$ cat src/rtl/pwd_pkg.sv
// Shared types and defaults for the password lock controller.
package pwd_pkg;

  localparam int DIGITS_DEF = 4;
  localparam int DW_DEF     = 2;
  localparam logic [7:0] DEFAULT_PWD_DEF = 8'hE4;

  typedef enum logic [2:0] {
    S_IDLE,
    S_ENTRY,
    S_CHECK,
    S_OPEN,
    S_FAIL,
    S_LOCKOUT,
    S_PROG
  } state_t;

endpackage

$ cat src/rtl/pwd_timer.sv
// Loadable down-counter that holds at zero; shared by the unlock and lockout windows.
module pwd_timer #(
  parameter int TW = 10
) (
  input  logic          clk,
  input  logic          rst_n,
  input  logic          load,
  input  logic [TW-1:0] load_val,
  output logic          zero
);

  logic [TW-1:0] count;

  always_ff @(posedge clk or negedge rst_n) begin
    if (!rst_n)             count <= '0;
    else if (load)          count <= load_val;
    else if (count != '0)   count <= count - TW'(1);
  end

  assign zero = (count == '0);

endmodule

$ cat src/rtl/pwd_lock_ctrl.sv
// Password entry sequencer: digit collection, verdict, unlock/lockout windows.
// Password reprogramming from OPEN is built only when PWD_PROGRAM_EN is defined.
module pwd_lock_ctrl
  import pwd_pkg::*;
#(
  parameter int DIGITS        = DIGITS_DEF,
  parameter int DW            = DW_DEF,
  parameter logic [DIGITS*DW-1:0] DEFAULT_PWD = (DIGITS*DW)'(DEFAULT_PWD_DEF),
  parameter int MAX_FAIL      = 3,
  parameter int UNLOCK_CYCLES = 500,
  parameter int LOCK_CYCLES   = 1000
) (
  input  logic                            clk,
  input  logic                            rst_n,
  input  logic [DW-1:0]                   key_val,
  input  logic                            key_press,
  input  logic                            clear,
  input  logic                            prog,
  output logic                            unlocked,
  output logic                            err,
  output logic                            locked_out,
  output logic [$clog2(MAX_FAIL+1)-1:0]   fail_cnt,
  output logic [$clog2(DIGITS+1)-1:0]     digit_cnt
);

  localparam int CW = $clog2(DIGITS+1);
  localparam int FW = $clog2(MAX_FAIL+1);
  localparam int TW = $clog2(LOCK_CYCLES > UNLOCK_CYCLES ? LOCK_CYCLES : UNLOCK_CYCLES);

  state_t state, state_n;
  logic [CW-1:0] dcnt_n;
  logic [FW-1:0] fcnt_n;
  logic          mism, mism_n;
  logic          tmr_load, tmr_zero;
  logic [TW-1:0] tmr_val;
  logic [DIGITS-1:0][DW-1:0] pwd;
  logic [DW-1:0] exp_dig;
  logic          last_key;

  // Stored digit selected by the running digit count
  always_comb begin
    exp_dig = '0;
    for (int i = 0; i < DIGITS; i++)
      if (digit_cnt == CW'(i)) exp_dig = pwd[i];
  end

  assign last_key = (digit_cnt == CW'(DIGITS-1));

`ifdef PWD_PROGRAM_EN
  logic [DIGITS-1:0][DW-1:0] shadow, shadow_n;
  logic pwd_wr, shadow_wr;

  always_comb begin
    shadow_n = shadow;
    for (int i = 0; i < DIGITS; i++)
      if (digit_cnt == CW'(i)) shadow_n[i] = key_val;
  end

  // New password lands in one write so an aborted PROG never leaves a partial value
  always_ff @(posedge clk or negedge rst_n) begin
    if (!rst_n) begin
      pwd    <= DEFAULT_PWD;
      shadow <= '0;
    end else begin
      if (shadow_wr) shadow <= shadow_n;
      if (pwd_wr)    pwd    <= shadow_n;
    end
  end
`else
  logic unused_prog;
  assign unused_prog = prog;
  assign pwd = DEFAULT_PWD;
`endif

  always_comb begin
    state_n  = state;
    dcnt_n   = digit_cnt;
    mism_n   = mism;
    fcnt_n   = fail_cnt;
    tmr_load = 1'b0;
    tmr_val  = '0;
`ifdef PWD_PROGRAM_EN
    pwd_wr    = 1'b0;
    shadow_wr = 1'b0;
`endif
    unique case (state)
      S_IDLE, S_ENTRY: begin
        if (clear) begin
          dcnt_n  = '0;
          mism_n  = 1'b0;
          state_n = S_IDLE;
        end else if (key_press) begin
          // Sticky mismatch: the verdict waits for all digits
          mism_n  = mism | (key_val != exp_dig);
          dcnt_n  = digit_cnt + CW'(1);
          state_n = last_key ? S_CHECK : S_ENTRY;
        end
      end
      S_CHECK: begin
        dcnt_n = '0;
        mism_n = 1'b0;
        if (!mism) begin
          state_n  = S_OPEN;
          fcnt_n   = '0;
          tmr_load = 1'b1;
          tmr_val  = TW'(UNLOCK_CYCLES-1);
        end else begin
          state_n = S_FAIL;
          if (fail_cnt < FW'(MAX_FAIL)) fcnt_n = fail_cnt + FW'(1);
        end
      end
      S_OPEN: begin
        if (clear)          state_n = S_IDLE;
`ifdef PWD_PROGRAM_EN
        else if (prog)      state_n = S_PROG;
`endif
        else if (tmr_zero)  state_n = S_IDLE;
      end
      S_FAIL: begin
        if (fail_cnt == FW'(MAX_FAIL)) begin
          state_n  = S_LOCKOUT;
          tmr_load = 1'b1;
          tmr_val  = TW'(LOCK_CYCLES-1);
        end else begin
          state_n = S_IDLE;
        end
      end
      S_LOCKOUT: begin
        if (tmr_zero) begin
          state_n = S_IDLE;
          fcnt_n  = '0;
        end
      end
`ifdef PWD_PROGRAM_EN
      S_PROG: begin
        if (clear) begin
          dcnt_n  = '0;
          state_n = S_IDLE;
        end else if (key_press) begin
          shadow_wr = 1'b1;
          if (last_key) begin
            pwd_wr  = 1'b1;
            dcnt_n  = '0;
            state_n = S_IDLE;
          end else begin
            dcnt_n = digit_cnt + CW'(1);
          end
        end
      end
`endif
      default: state_n = S_IDLE;
    endcase
  end

  always_ff @(posedge clk or negedge rst_n) begin
    if (!rst_n) begin
      state      <= S_IDLE;
      digit_cnt  <= '0;
      fail_cnt   <= '0;
      mism       <= 1'b0;
      unlocked   <= 1'b0;
      err        <= 1'b0;
      locked_out <= 1'b0;
    end else begin
      state      <= state_n;
      digit_cnt  <= dcnt_n;
      fail_cnt   <= fcnt_n;
      mism       <= mism_n;
      unlocked   <= (state_n == S_OPEN);
      err        <= (state_n == S_FAIL);
      locked_out <= (state_n == S_LOCKOUT);
    end
  end

  pwd_timer #(.TW(TW)) u_timer (
    .clk      (clk),
    .rst_n    (rst_n),
    .load     (tmr_load),
    .load_val (tmr_val),
    .zero     (tmr_zero)
  );

endmodule

$ cat config.mk
export PLATFORM = sky130hd
export DESIGN_NAME = pwd_lock_ctrl
export DESIGN_NICKNAME = d
export VERILOG_FILES = /design/src/rtl/pwd_pkg.sv /design/src/rtl/pwd_timer.sv /design/src/rtl/pwd_lock_ctrl.sv
export SDC_FILE = /design/constraint.sdc
export NUM_CORES = 1
export LEC_CHECK = 0
export CAP_MARGIN = 20
export CORE_ASPECT_RATIO = 0.6
export CORE_MARGIN = 5
export CORE_UTILIZATION = 49
export CTS_CLUSTER_DIAMETER = 30
export DETAILED_ROUTE_END_ITERATION = 7
export PLACE_DENSITY = 0.74
export SYNTH_ARGS = -nofsm -noshare
export SYNTH_HDL_FRONTEND = slang
export SYNTH_SLANG_ARGS = --single-unit
export TNS_END_PERCENT = 100
$ cat constraint.sdc
create_clock -name clk -period 2 [get_ports clk]
set_input_delay 0.3 -clock clk [delete_from_list [all_inputs] [get_ports clk]]
set_output_delay 0.3 -clock clk [all_outputs]
set_load 0.05 [all_outputs]
==> impl_metrics.toml <==
[layout]
final_nets = 166
post-route-util_pct = 61.37
drive_gt1_share_pct = 10.53
fillCellCount = 212
seq_area_um2 = 550.5
antenna_cells = 0
area_growth_syn_to_layout_pct = 20.32
multi_input_area_um2 = 659.4

[clock_network]
clk_pin_slew_ps = 90
cts_inserted_buffers = 3
clk_latency_ps = 270
cts_tree = "yes"
numClockSinks = 22
cts-root-buf = "clkbuf_8"
cts-resized-gates = 0
htreeDepth = 1
cts_setup_buffers = 0
cts_buffer_depth = 2
holdBufCountCts = 0

[sta]
finalCriticalPeriod_ps = 1911
drv_slew = 0
setup_viol = 0
fin_ws_ps = 89.16
hold_viol = 0
clock-skew-final_ps = 9.163
slew-limit-headroom_pct = 66.19
fin_tns_setup_ps = 0
finalCritPeriodShare_pct = 95.54
clock.fmax_ghz = 0.5233
rsz0062_at_grt = "no"
worstMarginPinSlew_ps = 505.6

[critical_path]
r2r-start = "u_timer.count[0]"
reg2regPathDepth = 5
worstSetupStartpoint = "u_timer.count[0]"
start_kind = "flip-flop"
reg2reg_slack_ps = 90
worstPathRequired_ps = 2150
crit_arrival_ps = 2060
cp-end-kind = "flip-flop"
worst-setup-path-type = "flip-flop to flip-flop"
endpoint = "unlocked"
crit_fanout = 3
timing.rr.end = "unlocked"

[die]
core_area_mm2 = 0.002487
rows = 14
ios = 15
design.die.area_mm2 = 0.003740
fp.dieW_um = 75.69
die_h_um = 49.42
initial_utilization_pct = 51.01

[route]
num_vias = 1105
wire_per_inst_um = 15.70
wl_mm = 2.889
drc = 0
first_pass_iters = 4
first_iter_violations = 61
ant_nets = 0
vias_per_cell = 6.005

[synthesis]
synth_edf_count = 0
ys_seq_area_share_pct = 43.39
syn_area_mm2 = 0.001269
ys_seq_elements = 22
async_flop_share_pct = 100.0
syn_inst = 135
yosysWarnings = 0
avgSynthCellArea_um2 = 9.398
syn_nets = 148
synth_flop_cell = "dfrtp_1"
synthDistinctLibCells = 42

[run]
cap_viol_max_count = 0

[global_routing]
antenna_found_initial = 0
grt_pass1_wl_mm = 4.905
grt.overflow.total = 0
grt_usage_pct = 17.69
grt_pass1_vias = 1040
grt_max_degree = 23

[placed_design]
hpwlAfterDp_mm = 2.177
portBuffers = 13
place.gp.congestion = 0.8134
place_ws_ps = 61.07

[pwr]
ir_drop_uv = 649.4
cellPowerDensity_mw_per_mm2 = 1139
leakagePower_nw = 0.6720

[min_path]
hold_path_class = "primary input to asynchronous set/reset pin"

[outcome]
status = "complete, no violations"
cells in the final DEF (no fill, tap or decap), types with 2 or more instances in the layout:
cell | synthesis | final
ha_1 | 6 | 6
buf_4 | 0 | 6
nand3b_1 | 2 | 2
clkbuf_8 | 0 | 3
and2_1 | 2 | 2
a21oi_1 | 5 | 5
or4_1 | 2 | 2
nor2_1 | 8 | 8
clkdlybuf4s50_1 | 0 | 13
nand3_1 | 3 | 3
nor4_1 | 3 | 3
dfrtp_1 | 22 | 22
xnor2_1 | 4 | 4
a31o_1 | 2 | 2
o31ai_1 | 5 | 5
inv_1 | 8 | 8
o211ai_1 | 3 | 3
o21ai_0 | 11 | 11
nand2_1 | 19 | 19
a22oi_1 | 2 | 2
routing by layer:
metal | share of wire [%] | global-route usage (%)
met1 | 48 | 27.97
met2 | 43 | 23.07
met3 | 8.3 | 4.938
met4 | 0.52 | 4.651
met5 | 0 | 0
registers in the layout (all words and copies together) (netlist names):
| signal | flops |
|---|---|
| digit_cnt | 3 |
| fail_cnt | 2 |
| locked_out | 1 |
| u_timer.count | 10 |
| unlocked | 1 |
| err | 1 |
| mism | 1 |
| state | 3 |
worst max-delay path, cell delays in order (launching register included):
cell and delay [ps]:
dfrtp_1 390, inv_1 100, ha_1 170, or4b_4 490
or3_1 370, a41o_1 270
layout make-up:
| cell class | count | area share (%) |
|---|---|---|
| Clock buffer | 3 | 2.705 |
| Multi-Input combinational cell | 99 | 43.20 |
| Inverter | 8 | 1.967 |
| Sequential cell | 22 | 36.07 |
| Clock inverter | 1 | 1.967 |
| Timing Repair Buffer | 19 | 11.48 |
| Tap cell | 32 | 2.623 |
how the worst min path moves through the flow:
stage / from / cells past startpoint / slack (ps) / endpoint
after floorplan: rst_n / 0 / 4 / digit_cnt[0]
after global placement: digit_cnt[2] / 2 / 510 / digit_cnt[2]
after detailed placement: digit_cnt[2] / 2 / 520 / digit_cnt[2]
after CTS: rst_n / 2 / 390 / fail_cnt[0]
after global routing: rst_n / 2 / 390 / fail_cnt[0]
final: rst_n / 2 / 370 / fail_cnt[0]
cells in the mapped netlist, types with 4 or more instances:
master	instances	area (um2)
dfrtp_1	22	550.5
inv_1	8	30.03
o31ai_1	5	37.54
ha_1	6	75.07
nand2_1	19	71.32
nor2_1	8	30.03
xnor2_1	4	35.03
o21ai_0	11	55.05
a21oi_1	5	25.02
cells by family (layout without fill, tap and decap cells):
group | count (synthesis) | in the layout | synth area share (%)
compound gates | 36 | 36 | 19.13
xor+xnor | 4 | 4 | 2.761
fa+ha+maj | 6 | 6 | 5.917
buf+inv | 14 | 31 | 4.931
flops | 22 | 22 | 43.39
mux | 1 | 1 | 0.7890
simple gates | 52 | 52 | 23.08
stage by stage:
| stage | power, W | cell area, um2 | instances | hold slack, ps |
|---|---|---|---|---|
| floorplan | 0.001125 | 1269 | 135 | 4.409 |
| detailed placement | 0.001316 | 1451 | 180 | 516.8 |
| CTS | 0.001738 | 1523 | 184 | 388.1 |
| finish | 0.001739 | 1526 | 184 | 371.4 |
| global route | 0.001868 | 1526 | 184 | 394.4 |
| global placement | 0.001275 | 1451 | 180 | 506.7 |
where the power goes:
group,switching (W),internal [W]
clock network,0.000148,0.000267
registers,0.000173,0.000571
logic,0.000302,0.000277
Note: power is estimated with default switching activity, not from simulation.
==> variant 1 (same settings) <==
Remove the register `locked_out`: a continuous assignment takes its place, so the output `locked_out` follows one clock earlier.
--- a/src/rtl/pwd_lock_ctrl.sv
+++ b/src/rtl/pwd_lock_ctrl.sv
@@ -161,5 +161,4 @@
       unlocked   <= 1'b0;
       err        <= 1'b0;
-      locked_out <= 1'b0;
     end else begin
       state      <= state_n;
@@ -169,7 +168,8 @@
       unlocked   <= (state_n == S_OPEN);
       err        <= (state_n == S_FAIL);
-      locked_out <= (state_n == S_LOCKOUT);
     end
   end
+
+  assign locked_out = (state_n == S_LOCKOUT);
 
   pwd_timer #(.TW(TW)) u_timer (
Formal check against the unedited RTL: no difference found for any inputs over 10 cycles, from zero or initial values and one cycle with rst_n low; that may be too few to reach the edited logic, so the function may still have changed.
==> variant 1 against the original RTL <==
  * Area after synthesis increased by 0.89%
  * Global-route usage decreased by 1.3 points
  * Combinational power increased by 26%
  * Sequential cell count decreased by 1
  * Wire length increased by 1.1%
  * Total power increased by 0.67%
  * Worst setup slack improved by 0.0070 ns
  * Final area increased by 3.0%
  * Register-to-register slack improved by 0.17 ns
  * Clock skew decreased by 0.0018 ns
  * Hold slack improved by 0.0042 ns
  * Fmax increased by 0.37%
  * Critical path type is now register to output port
  * Highest routed layer unchanged
==> variant 1: results (changes against the original RTL) <==
| Metric | Value |
|---|---|
| CTS Root Cell | `clkbuf_8` |
| RR Endpoint | `u_timer.count[0]` |
| WP data arrival | `1.60 ns (-0.46 ns)` |
| Hpwl dp | `2170 µm (-0.50%)` |
| Top Registers | `u_timer.count (10), digit_cnt (3), state (3)` |
| Clock transition at path regs | `0.08 ns` |
| Largest net degree at the start of global routing | `22 (-4.3%)` |
| Clock skew | `0.00732 ns (-0.00184 ns)` |
| Final wirelength | `2920 µm (+1.1%)` |
| Peak supply drop | `0.751 mV (+16%)` |
| Initial antenna violation count | `0 (unchanged)` |
| GPL Wtd Cong | `0.822 (+1.1%)` |
| Vias in the first global route | `1083 (+4.1%)` |
| Initial DRC Count | `105 (+72%)` |
| Ys async rst share | `1.00 (unchanged)` |
| Vias per cell | `5.93 (-1.2%)` |
| IO buf count | `13 (unchanged)` |
| CP delay by family, top | `simple AND/OR/NAND/NOR gates` |
| Unique masters post-synth | `42 (unchanged)` |
| Worst reg2reg path depth | `7 (+2)` |
| Lkg Pwr | `0.685 nW (+1.9%)` |
| Layout cells sized above 1 | `0.190 (+0.0846)` |
| Worst Tran Pin Value | `0.668 ns (+0.162 ns)` |
| CTS Buf Count | `3 (unchanged)` |
| Worst reg2reg startpoint | `u_timer.count[0]` |
| Top cells by count, synth | `21 x dfrtp_1, 18 x nand2_1, 9 x o21ai_1` |
| First-pass GRT wire length | `5040 µm (+2.8%)` |
| Status | `finished clean` |
| Net Switching | `0.696 mW (+12%)` |
| H-tree levels | `1 (unchanged)` |
| Clock Latency Late Sink | `0.26 ns` |
| Worst Path Max Fanout | `3 (unchanged)` |
| Reg2reg setup slack | `0.26 ns (+0.17 ns)` |
| Crit-path slowest cell | `dfrtp_1` |
| Number of nets in the layout | `172 (+3.6%)` |
| Synth Net Count | `148 (unchanged)` |
| Ys Warns | `0 (unchanged)` |
| Crit path largest cell delay | `0.43 ns (-0.06 ns)` |
| Max Root-Sink Buffers | `2 (unchanged)` |
| WHS | `0.376 ns (+0.00420 ns)` |
| Type of the most critical hold path | `input port to asynchronous set/reset pin` |
| Seq/Total Area, Yosys | `0.411 (-0.0234)` |
| Area leader, netlist | `dfrtp_1` |
| Gr usage total | `0.164 (-0.0131)` |
| Ant diodes | `0 (unchanged)` |
| DRT Pass-1 Iters | `4 (unchanged)` |
| Synth top area cells | `dfrtp_1 41%, ha_1 5.9%, nand2_1 5.3%` |
[variant 1: cell count changes after synthesis, moves of 2 or more]
cell / unedited run / this run
xnor2_1: 4 / 2
nand3_1: 3 / 6
buf_4: 0 / 2
nand4_1: 0 / 2
xor2_1: 0 / 2
a31o_1: 2 / 0
o21ai_0: 11 / 3
o21ai_1: 0 / 9
buf_2: 2 / 0
o211ai_1: 3 / 5
nor4_1: 3 / 0
o211ai_2: 0 / 2
a31oi_1: 0 / 2
[variant 1: power groups by stage]
stage	Sequential, mW	Clock, mW	Combinational (mW)
5_1_grt	0.767	0.302	0.804
2_1_floorplan	0.743	0	0.415
6_report	0.748	0.275	0.728
3_3_place_gp	0.738	0	0.595
4_1_cts	0.746	0.284	0.656
3_5_place_dp	0.751	0	0.618
[variant 1: cells by family after synthesis]
logic type,synth area share
xor+xnor,0.0274
simple gates,0.239
mux,0.00782
fa+ha+maj,0.0586
compound gates,0.207
buf+inv,0.0499
flops,0.411
[variant 1: layout make-up]
class / count / area, µm²
Clock buffer: 3 / 41.3
Clock inverter: 1 / 5.00
Fill cell: 217 / 933
Inverter: 8 / 30.0
Multi-Input combinational cell: 101 / 714
Sequential cell: 21 / 527
Tap cell: 32 / 40.0
Timing Repair Buffer: 24 / 214
[variant 1: per-stage QoR]
step                instance area [µm²]   util  std cells  power, mW  setup WS, ns
finish                             1570  0.627        190       1.75        0.0961
global route                       1570  0.627        190       1.87      -0.00293
CTS                                1520  0.607        184       1.69      0.000439
detailed placement                 1460  0.581        180       1.37         0.134
global placement                   1460  0.581        180       1.33         0.182
floorplan                          1280      -        135       1.16         0.103
[variant 1: how the worst max path moves through the flow]
stage	startpoint	slack (ns)	cells past startpoint	end
6_report	u_timer.count[0]	0.1	7	locked_out
3_3_place_gp	u_timer.count[0]	0.18	7	locked_out
2_1_floorplan	u_timer.count[0]	0.10	6	locked_out
5_1_grt	u_timer.count[0]	-0.003	7	locked_out
4_1_cts	u_timer.count[0]	0.0004	7	locked_out
3_5_place_dp	u_timer.count[0]	0.13	7	locked_out
[variant 1: layer usage]
metal  share of wire  wire length [µm]  global-route usage
met3           0.045               132              0.0491
met5               0                 0                   0
met1            0.47              1370               0.209
met4          0.0072                21              0.0325
met2            0.48              1400               0.276
[variant 1: timing repair]
| item | 4_1_cts | 5_1_grt |
|---|---|---|
| resized for setup | 5 | 3 |
| buffers inserted | 0 | 6 |
| endpoints found under the setup margin | 1 | 1 |
| endpoints found under the hold margin | 0 | 0 |
| pin swaps | 0 | 2 |
==> variant 2 (config.mk and constraints unchanged) <==
Without the edit above. The option `PWD_PROGRAM_EN` is turned on by a define.
--- a/src/rtl/pwd_lock_ctrl.sv
+++ b/src/rtl/pwd_lock_ctrl.sv
@@ -1,4 +1,6 @@
 // Password entry sequencer: digit collection, verdict, unlock/lockout windows.
 // Password reprogramming from OPEN is built only when PWD_PROGRAM_EN is defined.
+`define PWD_PROGRAM_EN
+
 module pwd_lock_ctrl
   import pwd_pkg::*;
Check against the original RTL: not equivalent (a bounded check fails within 10 cycles, from zero or initial values and one cycle with rst_n low).
==> variant 2 against the original RTL <==
  * Cell count up 74%
  * Wire length up 75%
  * Core utilization up 5.0 points
  * Worst setup slack worse by 0.072 ns
  * Area after synthesis up 67%
  * First-iteration DRC count rose to 2.9 times the old value
  * Total power up 94%
  * Final area up 80%
  * Sequential cell count up 14
  * Global-route usage up 0.96 points
  * Non-clock buffer count up 29
  * Highest routed layer unchanged
==> variant 2: results (changes against the original RTL) <==
| Metric | Value |
|---|---|
| Crit path largest cell delay | `0.47 ns (-0.02 ns)` |
| DRT Pass-1 Iters | `4 (unchanged)` |
| Clock transition at path regs | `0.07 ns (-0.02 ns)` |
| Fill cells | `343 (+62%)` |
| Synth top area cells | `dfrtp_1 38%, mux2_2 6.4%, ha_1 5.3%` |
| Crit-path slowest cell | `or4b_4` |
| H-tree levels | `2 (+1)` |
| WP data arrival | `2.15 ns (+0.09 ns)` |
| Pre-CTS setup slack | `-0.0696 ns (-0.131 ns)` |
| Worst reg2reg startpoint | `u_timer.count[0]` |
| Top Registers | `u_timer.count (10), pwd (8), shadow (6)` |
| Grt ovf | `0 (unchanged)` |
| Clock skew | `0.00805 ns (-0.00111 ns)` |
| First-pass GRT wire length | `8100 µm (+65%)` |
| Worst reg2reg path depth | `6 (+1)` |
| Worst Tran Pin Value | `0.802 ns (+0.297 ns)` |
| Initial DRC Count | `178 (+190%)` |
| CP delay by family, top | `simple AND/OR/NAND/NOR gates` |
| Reg2reg setup slack | `0.02 ns (-0.07 ns)` |
| Layout cells sized above 1 | `0.327 (+0.222)` |
| Total number of vias | `1729 (+56%)` |
| Status | `finished clean` |
| GPL Wtd Cong | `0.861 (+5.9%)` |
| Worst Path Max Fanout | `6 (+3)` |
| Peak supply drop | `0.732 mV (+13%)` |
| Top FF cell, synth | `dfrtp_1` |
| Net Switching | `1.35 mW (+120%)` |
| RR Endpoint | `locked_out` |
| Avg WL per Cell | `15.8 µm (+0.71%)` |
| CTS Root Cell | `clkbuf_8` |
| Initial antenna violation count | `0 (unchanged)` |
| Type of the most critical hold path | `input port to asynchronous set/reset pin` |
| Ys async rst share | `1.00 (unchanged)` |
| Gr usage total | `0.186 (+0.00957)` |
| Hpwl dp | `3720 µm (+71%)` |
| Clock Latency Late Sink | `0.29 ns (+0.02 ns)` |
| Largest net degree at the start of global routing | `36 (+57%)` |
| Ys Warns | `0 (unchanged)` |
| Lkg Pwr | `1.22 nW (+82%)` |
| CTS Buf Count | `5 (+2)` |
| Ant diodes | `0 (unchanged)` |
| Seq/Total Area, Yosys | `0.426 (-0.00754)` |
| Top cells by count, synth | `32 x dfrtp_1, 20 x nand2_1, 12 x mux2_2` |
| IO buf count | `14 (+1)` |
| Synth Net Count | `231 (+56%)` |
| Number of nets in the layout | `275 (+66%)` |
| Unique masters post-synth | `51 (+21%)` |
| Max Root-Sink Buffers | `2 (unchanged)` |
-- variant 2: cell types whose count changed after synthesis, sizes merged, moves of 3 or more --
cell    change
a21o        +3
a31oi       +4
clkbuf      +5
dfrtp      +10
dfstp       +4
ha          +3
mux2       +12
mux2i       +7
nand2b      +6
nor2b       +8
nor3b       +3
nor4b       +3
o31ai       -4
-- variant 2: logic make-up (layout without fill, tap and decap cells) --
group | count (synthesis) | after routing | share of synthesized area
buffers and inverters | 19 | 64 | 0.0353
AO/OA/AOI/OAI | 43 | 43 | 0.142
multiplexers | 20 | 20 | 0.101
AND/OR/NAND/NOR | 84 | 84 | 0.226
flip-flops | 36 | 36 | 0.426
XOR/XNOR | 4 | 4 | 0.0165
adder cells (fa/ha/maj) | 9 | 9 | 0.0530
-- variant 2: layout make-up --
class | count | share of cell area
repair buffers | 48 | 0.145
multi-input cells | 160 | 0.452
well taps | 60 | 0.0273
flip-flops and latches | 36 | 0.331
clock inverters | 2 | 0.00364
inverters | 8 | 0.0109
clock buffers | 6 | 0.0300
-- variant 2: timing repair --
action	4_1_cts	5_1_grt
endpoints found under the hold margin	0	0
pin swaps	0	2
endpoints found under the setup margin	8	10
setup buffers	0	2
gates resized for setup	6	16
-- variant 2: power by group through the flow --
| stage | combinational [mW] | sequential, mW | clock (mW) |
|---|---|---|---|
| finish | 1.72 | 1.11 | 0.541 |
| global route | 1.88 | 1.13 | 0.580 |
| CTS | 1.58 | 1.08 | 0.553 |
| detailed placement | 1.56 | 1.09 | 0 |
| global placement | 1.53 | 1.09 | 0 |
| floorplan | 0.879 | 1.20 | 0 |
-- variant 2: per-layer routing --
| metal | track usage | up-vias | part of all wire |
|---|---|---|---|
| met5 | 0 | - | 0 |
| met3 | 0.0471 | 6 | 0.061 |
| li1 | - | 867 | - |
| met2 | 0.251 | 42 | 0.40 |
| met4 | 0.0554 | 0 | 0.011 |
| met1 | 0.291 | 814 | 0.53 |
-- variant 2: worst max-delay path by stage --
| stage | startpoint | to | slack, ns | depth (start not counted) |
|---|---|---|---|---|
| floorplan | digit_cnt[1] | mism | -0.08 | 7 |
| global placement | u_timer.count[1] | unlocked | -0.02 | 6 |
| detailed placement | u_timer.count[1] | locked_out | -0.07 | 6 |
| CTS | u_timer.count[1] | locked_out | -0.002 | 6 |
| global route | u_timer.count[1] | u_timer.count[5] | -0.08 | 7 |
| finish | u_timer.count[0] | locked_out | 0.02 | 6 |
-- variant 2: metrics by stage --
stage	cell area (µm²)	util	power [mW]	std cells	hold WS (ns)
floorplan	2150	-	2.08	215	0.00441
global placement	2550	0.615	2.61	310	0.420
detailed placement	2550	0.615	2.65	310	0.430
CTS	2660	0.642	3.22	318	0.117
global route	2750	0.663	3.59	320	0.160
finish	2750	0.663	3.37	320	0.0860
